===== config.mk =====
export PLATFORM = sky130hd
export DESIGN_NAME = mc_control_fsm
export DESIGN_NICKNAME = d
export VERILOG_FILES = /design/src/rtl/mc_control_fsm.sv
export SDC_FILE = /design/constraint.sdc
export NUM_CORES = 1
export LEC_CHECK = 0
export CORE_UTILIZATION = 38
export DETAILED_ROUTE_END_ITERATION = 6
export PLACE_DENSITY = 0.77
export SYNTH_ARGS = -nofsm -noshare
export SYNTH_HDL_FRONTEND = slang
export SYNTH_SLANG_ARGS = --single-unit

===== constraint.sdc =====
create_clock -name clk -period 2.1 [get_ports clk]
set_clock_uncertainty 0.2 [all_clocks]
set_input_delay 0.21 -clock clk [delete_from_list [all_inputs] [get_ports clk]]
set_output_delay 0.21 -clock clk [all_outputs]
set_load 0.005 [all_outputs]

===== src/rtl/mc_control_fsm.sv =====
// Main control sequencer for the multi-cycle MIPS datapath.
// Latency: control outputs are a same-cycle decode of the state register, plus mem_ready where noted.
// Backpressure: mem_ready low holds FETCH/MEMRD/MEMWR with the memory request still asserted.
module mc_control_fsm #(
   parameter logic [5:0] OP_RTYPE = 6'b000000,
   parameter logic [5:0] OP_LW    = 6'b100011,
   parameter logic [5:0] OP_SW    = 6'b101011,
   parameter logic [5:0] OP_BEQ   = 6'b000100,
   parameter logic [5:0] OP_J     = 6'b000010,
   parameter logic [5:0] OP_ADDI  = 6'b001000
) (
   input  logic       clk,
   input  logic       rst_n,
   input  logic [5:0] op,
   input  logic       mem_ready,
   output logic       PCWrite,
   output logic       PCWriteCond,
   output logic       IorD,
   output logic       MemRead,
   output logic       MemWrite,
   output logic       IRWrite,
   output logic       MemtoReg,
   output logic       RegDst,
   output logic       RegWrite,
   output logic       ALUSrcA,
   output logic [1:0] ALUSrcB,
   output logic [1:0] ALUOp,
   output logic [1:0] PCSource,
   output logic       instr_done,
   output logic       illegal_op,
   output logic [3:0] state
);

   // Encodings 12..15 are unused; they decode to all-zero outputs and fall back to FETCH.
   typedef enum logic [3:0] {
      S_FETCH  = 4'd0,
      S_DECODE = 4'd1,
      S_MEMADR = 4'd2,
      S_MEMRD  = 4'd3,
      S_MEMWB  = 4'd4,
      S_MEMWR  = 4'd5,
      S_EXEC   = 4'd6,
      S_ALUWB  = 4'd7,
      S_BRANCH = 4'd8,
      S_JUMP   = 4'd9,
      S_ADDIEX = 4'd10,
      S_ADDIWB = 4'd11
   } state_t;

   state_t     r_state;
   state_t     w_next;

   // Raw decode before the reset gate on the write/request enables.
   logic       w_pc_write;
   logic       w_pc_write_cond;
   logic       w_mem_read;
   logic       w_mem_write;
   logic       w_ir_write;
   logic       w_reg_write;
   logic       w_instr_done;
   logic       w_illegal_op;
   logic       w_op_known;

   // Opcode recognition, only meaningful while in DECODE.
   always_comb begin
      w_op_known = 1'b0;
      case (op)
         OP_RTYPE, OP_LW, OP_SW, OP_BEQ, OP_J, OP_ADDI: w_op_known = 1'b1;
         default:                                       w_op_known = 1'b0;
      endcase
   end

   // Next-state selection; op is only looked at in DECODE and MEMADR.
   always_comb begin
      w_next = S_FETCH;
      case (r_state)
         S_FETCH:  w_next = mem_ready ? S_DECODE : S_FETCH;
         S_DECODE: begin
            case (op)
               OP_LW, OP_SW: w_next = S_MEMADR;
               OP_RTYPE:     w_next = S_EXEC;
               OP_BEQ:       w_next = S_BRANCH;
               OP_J:         w_next = S_JUMP;
               OP_ADDI:      w_next = S_ADDIEX;
               default:      w_next = S_FETCH;
            endcase
         end
         S_MEMADR: w_next = (op == OP_LW) ? S_MEMRD : S_MEMWR;
         S_MEMRD:  w_next = mem_ready ? S_MEMWB : S_MEMRD;
         S_MEMWB:  w_next = S_FETCH;
         S_MEMWR:  w_next = mem_ready ? S_FETCH : S_MEMWR;
         S_EXEC:   w_next = S_ALUWB;
         S_ALUWB:  w_next = S_FETCH;
         S_BRANCH: w_next = S_FETCH;
         S_JUMP:   w_next = S_FETCH;
         S_ADDIEX: w_next = S_ADDIWB;
         S_ADDIWB: w_next = S_FETCH;
         default:  w_next = S_FETCH;
      endcase
   end

   // State register; reset lands in FETCH immediately, abandoning any instruction in flight.
   always_ff @(posedge clk or negedge rst_n) begin
      if (!rst_n) begin
         r_state <= S_FETCH;
      end else begin
         r_state <= w_next;
      end
   end

   // Per-state control decode; anything not named for a state stays 0.
   always_comb begin
      w_pc_write      = 1'b0;
      w_pc_write_cond = 1'b0;
      w_mem_read      = 1'b0;
      w_mem_write     = 1'b0;
      w_ir_write      = 1'b0;
      w_reg_write     = 1'b0;
      w_instr_done    = 1'b0;
      w_illegal_op    = 1'b0;
      IorD            = 1'b0;
      MemtoReg        = 1'b0;
      RegDst          = 1'b0;
      ALUSrcA         = 1'b0;
      ALUSrcB         = 2'b00;
      ALUOp           = 2'b00;
      PCSource        = 2'b00;
      case (r_state)
         S_FETCH: begin
            // PC+4 is computed every fetch cycle but only committed with the instruction.
            w_mem_read = 1'b1;
            ALUSrcB    = 2'b01;
            w_ir_write = mem_ready;
            w_pc_write = mem_ready;
         end
         S_DECODE: begin
            // Branch target is precomputed here so BRANCH only needs the compare.
            ALUSrcB      = 2'b11;
            w_illegal_op = ~w_op_known;
         end
         S_MEMADR: begin
            ALUSrcA = 1'b1;
            ALUSrcB = 2'b10;
         end
         S_MEMRD: begin
            w_mem_read = 1'b1;
            IorD       = 1'b1;
         end
         S_MEMWB: begin
            w_reg_write  = 1'b1;
            MemtoReg     = 1'b1;
            w_instr_done = 1'b1;
         end
         S_MEMWR: begin
            w_mem_write  = 1'b1;
            IorD         = 1'b1;
            w_instr_done = mem_ready;
         end
         S_EXEC: begin
            ALUSrcA = 1'b1;
            ALUOp   = 2'b10;
         end
         S_ALUWB: begin
            w_reg_write  = 1'b1;
            RegDst       = 1'b1;
            w_instr_done = 1'b1;
         end
         S_BRANCH: begin
            ALUSrcA         = 1'b1;
            ALUOp           = 2'b01;
            w_pc_write_cond = 1'b1;
            PCSource        = 2'b01;
            w_instr_done    = 1'b1;
         end
         S_JUMP: begin
            w_pc_write   = 1'b1;
            PCSource     = 2'b10;
            w_instr_done = 1'b1;
         end
         S_ADDIEX: begin
            ALUSrcA = 1'b1;
            ALUSrcB = 2'b10;
         end
         S_ADDIWB: begin
            w_reg_write  = 1'b1;
            w_instr_done = 1'b1;
         end
         default: begin
         end
      endcase
   end

   // Enables and pulses are held off for the whole reset window, not just after the edge.
   always_comb begin
      PCWrite     = w_pc_write      & rst_n;
      PCWriteCond = w_pc_write_cond & rst_n;
      MemRead     = w_mem_read      & rst_n;
      MemWrite    = w_mem_write     & rst_n;
      IRWrite     = w_ir_write      & rst_n;
      RegWrite    = w_reg_write     & rst_n;
      instr_done  = w_instr_done    & rst_n;
      illegal_op  = w_illegal_op    & rst_n;
      state       = r_state;
   end

endmodule


# Word level (Yosys, flattened, before mapping)
# Index checks and enable logic that the tools add are counted.
dict set report word_totals {
  reg_bits 4
  wordCells 58
}
dict set report classes {
  eq_ne 16
  n_mux 22
  bitwise 9
  n_reduce_logical 10
}
# op count
set op_table {}
lappend op_table {{$pmux W4 S7} 1}
lappend op_table {{$pmux W4 S5} 1}
lappend op_table {{$eq A4 B3 Y1 const B} 4}
lappend op_table {{$eq A4 B4 Y1 const B} 4}
lappend op_table {{$eq A6 B6 Y1 const B} 2}
lappend op_table {{$mux W1} 12}
lappend op_table {{$mux W3} 3}
lappend op_table {{$and A1 B1 Y1} 8}
lappend op_table {{$eq A4 B2 Y1 const B} 2}
lappend op_table {{$pmux W2 S2} 2}
lappend op_table {{$reduce_or A2 Y1} 4}
lappend op_table {{$eq A6 B2 Y1 const B} 1}
lappend op_table {{$eq A6 B3 Y1 const B} 1}
lappend op_table {{$eq A6 B4 Y1 const B} 1}
lappend op_table {{$logic_not A6 Y1} 1}
lappend op_table {{$pmux W2 S3} 1}
lappend op_table {{$reduce_or A6 Y1} 1}
lappend op_table {{$reduce_or A5 Y1} 1}
lappend op_table {{$eq A4 B1 Y1 const B} 1}
lappend op_table {{$logic_not A4 Y1} 1}
lappend op_table {{$pmux W1 S2} 2}
lappend op_table {{$reduce_or A4 Y1} 1}
lappend op_table {{$reduce_or A3 Y1} 1}
lappend op_table {{$not A1 Y1} 1}

# Logic depth before layout (Yosys ltp)
dict set report depth {
  ltp_word 6
  mapped_depth 5
}

# Worst setup path before layout
# Ideal clock, no wire load.
dict set report synth_path {
  path_kind {register to output}
  startpoint {register r_state[3] (netlist: state[3])}
  endpoint {output port illegal_op}
  arrival_ps 1233
  path_slack_ps 457
  path_stages_with_launch 5
  path_cell_list {dfrtp_1 buf_2 nor2_1 nand2_1 a2111oi_0}
}
dict set report synth_via {
  elab_chain_cells 3
}
# item line_no
set synth_rtl {}
lappend synth_rtl {{start: declaration} 50} ;# state_t r_state;
lappend synth_rtl {{start signal: assignment} 107} ;# r_state <= w_next;
lappend synth_rtl {{$eq A4 B1 Y1} 128} ;# case (r_state)
lappend synth_rtl {{$mux W1} 128}
lappend synth_rtl {{$and A1 B1 Y1} 202} ;# illegal_op = w_illegal_op & rst_n;
lappend synth_rtl {{end: declaration} 30} ;# output logic illegal_op,
# No other way between the ends.

# Worst setup path after layout
dict set report layout_path {
  startpoint {input port op[4]}
  endpoint {output port illegal_op}
}
dict set report layout_via {
  elab_chain_cells 6
}
# item line_no
set layout_rtl {}
lappend layout_rtl {{start: declaration} 14} ;# input logic [5:0] op,
lappend layout_rtl {{$eq A6 B6 Y1 (tied with other cells)} 67} ;# case (op)
lappend layout_rtl {{$reduce_or A6 Y1 (*)} 67}
lappend layout_rtl {{$mux W1 (*)} 67}
lappend layout_rtl {{$not A1 Y1 (*)} 139} ;# w_illegal_op = ~w_op_known;
lappend layout_rtl {{$mux W1 (*)} 128}
lappend layout_rtl {{$and A1 B1 Y1 (*)} 202}
# Mark *: on every way between the ends. The rest lies on a longest branch, timed or not.

==> impl_metrics.toml <==
[status]
status = "finished, violations left"
violations = "negative setup slack"

[synth]
async_flop_share_pct = 100
synth_cells = 83
synth_edf_count = 0
synthDistinctLibCells = 37
synth.area.top_cells = "dfrtp_1, nor3b_1, nor2_1, buf_2, o21ai_0"
yosysWarnings = 0
synthAdderAreaFrac_pct = 0
synth.cell_area_sq_um = 598
yosys_most_used_dff = "dfrtp_1"
synthMuxAreaShare_pct = 0
synth_compound_area_share_pct = 27.0
syn_nets = 92
syn-mean-instance-area_sq_um = 7.21
synth_seq_cells = 4
synth_top_family_by_area = "simple AND/OR/NAND/NOR gates"
synth_xor_area_share_pct = 4.39
synth_top_area_share_pct = 16.7
synthTopCellsByCount = "nor2_1, buf_2, o21ai_0, nor3_1, nor3b_1"
synth.most_common_cell = "nor2_1"
ys_seq_area_share_pct = 16.7
yosysTopAreaCell = "dfrtp_1"
synthSimpleGateAreaFrac_pct = 43.7

[place]
routabilityCongestion = 0.859
place_ws_ns = -0.214
dp_hpwl_um = 1540
portBuffers = 30
placed_area_sq_um = 1040

[grt]
antenna_found_initial = 0
grt_pass1_wl_um = 4000
grt_start_max_net_pins = 19
groute.usage.overall_pct = 29.3
gr-total-overflow = 0
grt_pass1_vias = 871

[floorplanning]
core_sq_um = 1380
pin_count = 31
die_w_um = 41.7
rows = 13
die_area_sq_um = 1740
start_util_pct = 43.3
chipHeight_um = 41.7

[layout]
antenna_cells = 0
drive_gt1_share_pct = 36.7
fin_util_pct = 89.6
nets = 150
fin_area_sq_um = 1240
largest_reg_flops = 4
syn_to_final_growth_pct = 107

[setup_path]
required_ns = 1.69
cp.arrival_ns = 1.71
startpoint_type = "input port"
critPathMaxFanout = 3
path_class = "in -> out"
cp-end-kind = "output port"

[sta]
slew_headroom_pct = 67.6
timing_worst_slew_pin_value_ns = 0.474
hold_viol = 0
period_needed_ns = 2.12
finalSetupTns_ns = -0.0181
maxSlewViolCount = 0
setup_violations = 1
post-route-period-util_pct = 101
layout_setup_ws_ns = -0.0181
fmax_ghz = 0.472

[power]
p_int_mw = 0.293
power_density_nw_per_um2 = 370
pwr-share-comb_pct = 59.1
power_switching_mw = 0.165
pwr-share-clk_pct = 20.5
p_seq_share_pct = 20.4
swShare_pct = 36.0
peakVddDrop_v = 0.000267
leakagePower_nw = 0.633

[cts]
cts_buffers = 3
h-tree-depth = 1
clkLatencyLatePin_ns = 0.23
path_clk_slew_ns = 0.04
clockBufferDepth = 2
cts_tree = "done"
cts.sinks = 4
cts_root_buffer = "clkbuf_4"

[drt]
drt_iter0_drc = 52
viasPerCell = 6.36
wl_per_cell_um = 20.6
drc = 0
routed_wirelength_um = 3170
detailroute.via_count = 980
ant_nets = 0
firstDrtPassIters = 4

[job]
max_cap_viol_count = 0

[min_path]
hp-class = "in -> async"
[layer usage]
layer	up-vias	routed length [um]	global-route usage (%)
met5	-	0	0
met4	0	97	13.5
met3	18	326	3.48
met2	90	1550	53.1
met1	447	1200	33.8
li1	425	-	-
[worst max-delay path: stages]
cell and delay (ns):
clkdlybuf4s50_1 0.50, nand4b_1 0.17, nor2_1 0.06, a2111oi_0 0.47, dlygate4sd2_1 0.30
[cell type report]
| type | count | area, sq um |
|---|---|---|
| clock buffer | 3 | 22.5 |
| fill | 65 | 144 |
| inverter | 2 | 7.51 |
| multi-input combinational | 69 | 513 |
| sequential | 4 | 103 |
| tap | 15 | 18.8 |
| timing repair buffer | 61 | 574 |
[power by group through the flow]
| stage | combinational (mW) | clock (mW) | sequential (mW) |
|---|---|---|---|
| floorplan | 0.0972 | 0 | 0.0870 |
| global placement | 0.204 | 0 | 0.0955 |
| detailed placement | 0.209 | 0 | 0.0960 |
| CTS | 0.238 | 0.0930 | 0.0919 |
| global route | 0.280 | 0.104 | 0.0936 |
| finish | 0.271 | 0.0942 | 0.0933 |
[through the flow]
stage,instances,total power [mW],hold slack (ns)
after global routing,154,0.478,0.138
after global placement,139,0.299,0.330
final,154,0.459,0.152
after floorplan,83,0.184,-0.286
after detailed placement,139,0.305,0.349
after CTS,148,0.423,0.0999
[cell usage in the layout, fill, tap and decap left out, types with 2 or more instances in the layout]
cell type,Yosys,final
buf_4,1,28
clkdlybuf4s50_1,0,16
nor2_1,9,8
dlymetal6s2s_1,0,7
dlygate4sd2_1,0,7
o21ai_0,6,6
nand3_1,4,4
nor3b_1,5,4
nor3_1,5,3
nand2_1,4,3
clkbuf_4,0,3
xor2_1,2,2
nand2b_1,4,2
o22ai_1,2,2
o211ai_1,2,2
a21oi_1,2,2
nor4b_2,0,2
buf_12,0,2
dfrtp_2,0,2
dfrtp_1,4,2
[cell families (layout without fill, tap and decap cells)]
kind of cell           Yosys count  after routing
XOR/XNOR                         3              3
flip-flops                       4              4
AO/OA/AOI/OAI                   21             21
buffers and inverters           10             66
AND/OR/NAND/NOR                 45             45
[what timing repair did]
| action | CTS | global route |
|---|---|---|
| pin swaps | 2 | 3 |
| setup endpoints to repair | 14 | 10 |
| hold buffers | 0 | 0 |
| setup buffers | 6 | 6 |
| gates resized for setup | 17 | 15 |
| gates cloned | 0 | 0 |
[path summary, 6_finish.rpt]
check	start	end	slack, ns	cells past startpoint
worst max-delay path	op[4]	illegal_op	-0.02	5
worst min-delay path	rst_n	state[0]	0.15	2
worst max register to register	state[3]	state[1]	0.08	6
worst min register to register	state[3]	state[0]	0.51	2
max in group asynchronous	rst_n	state[1]	1.40	2
min in group clk	state[3]	state[0]	0.51	2
No activity file was read; power rests on OpenSTA's default activity.
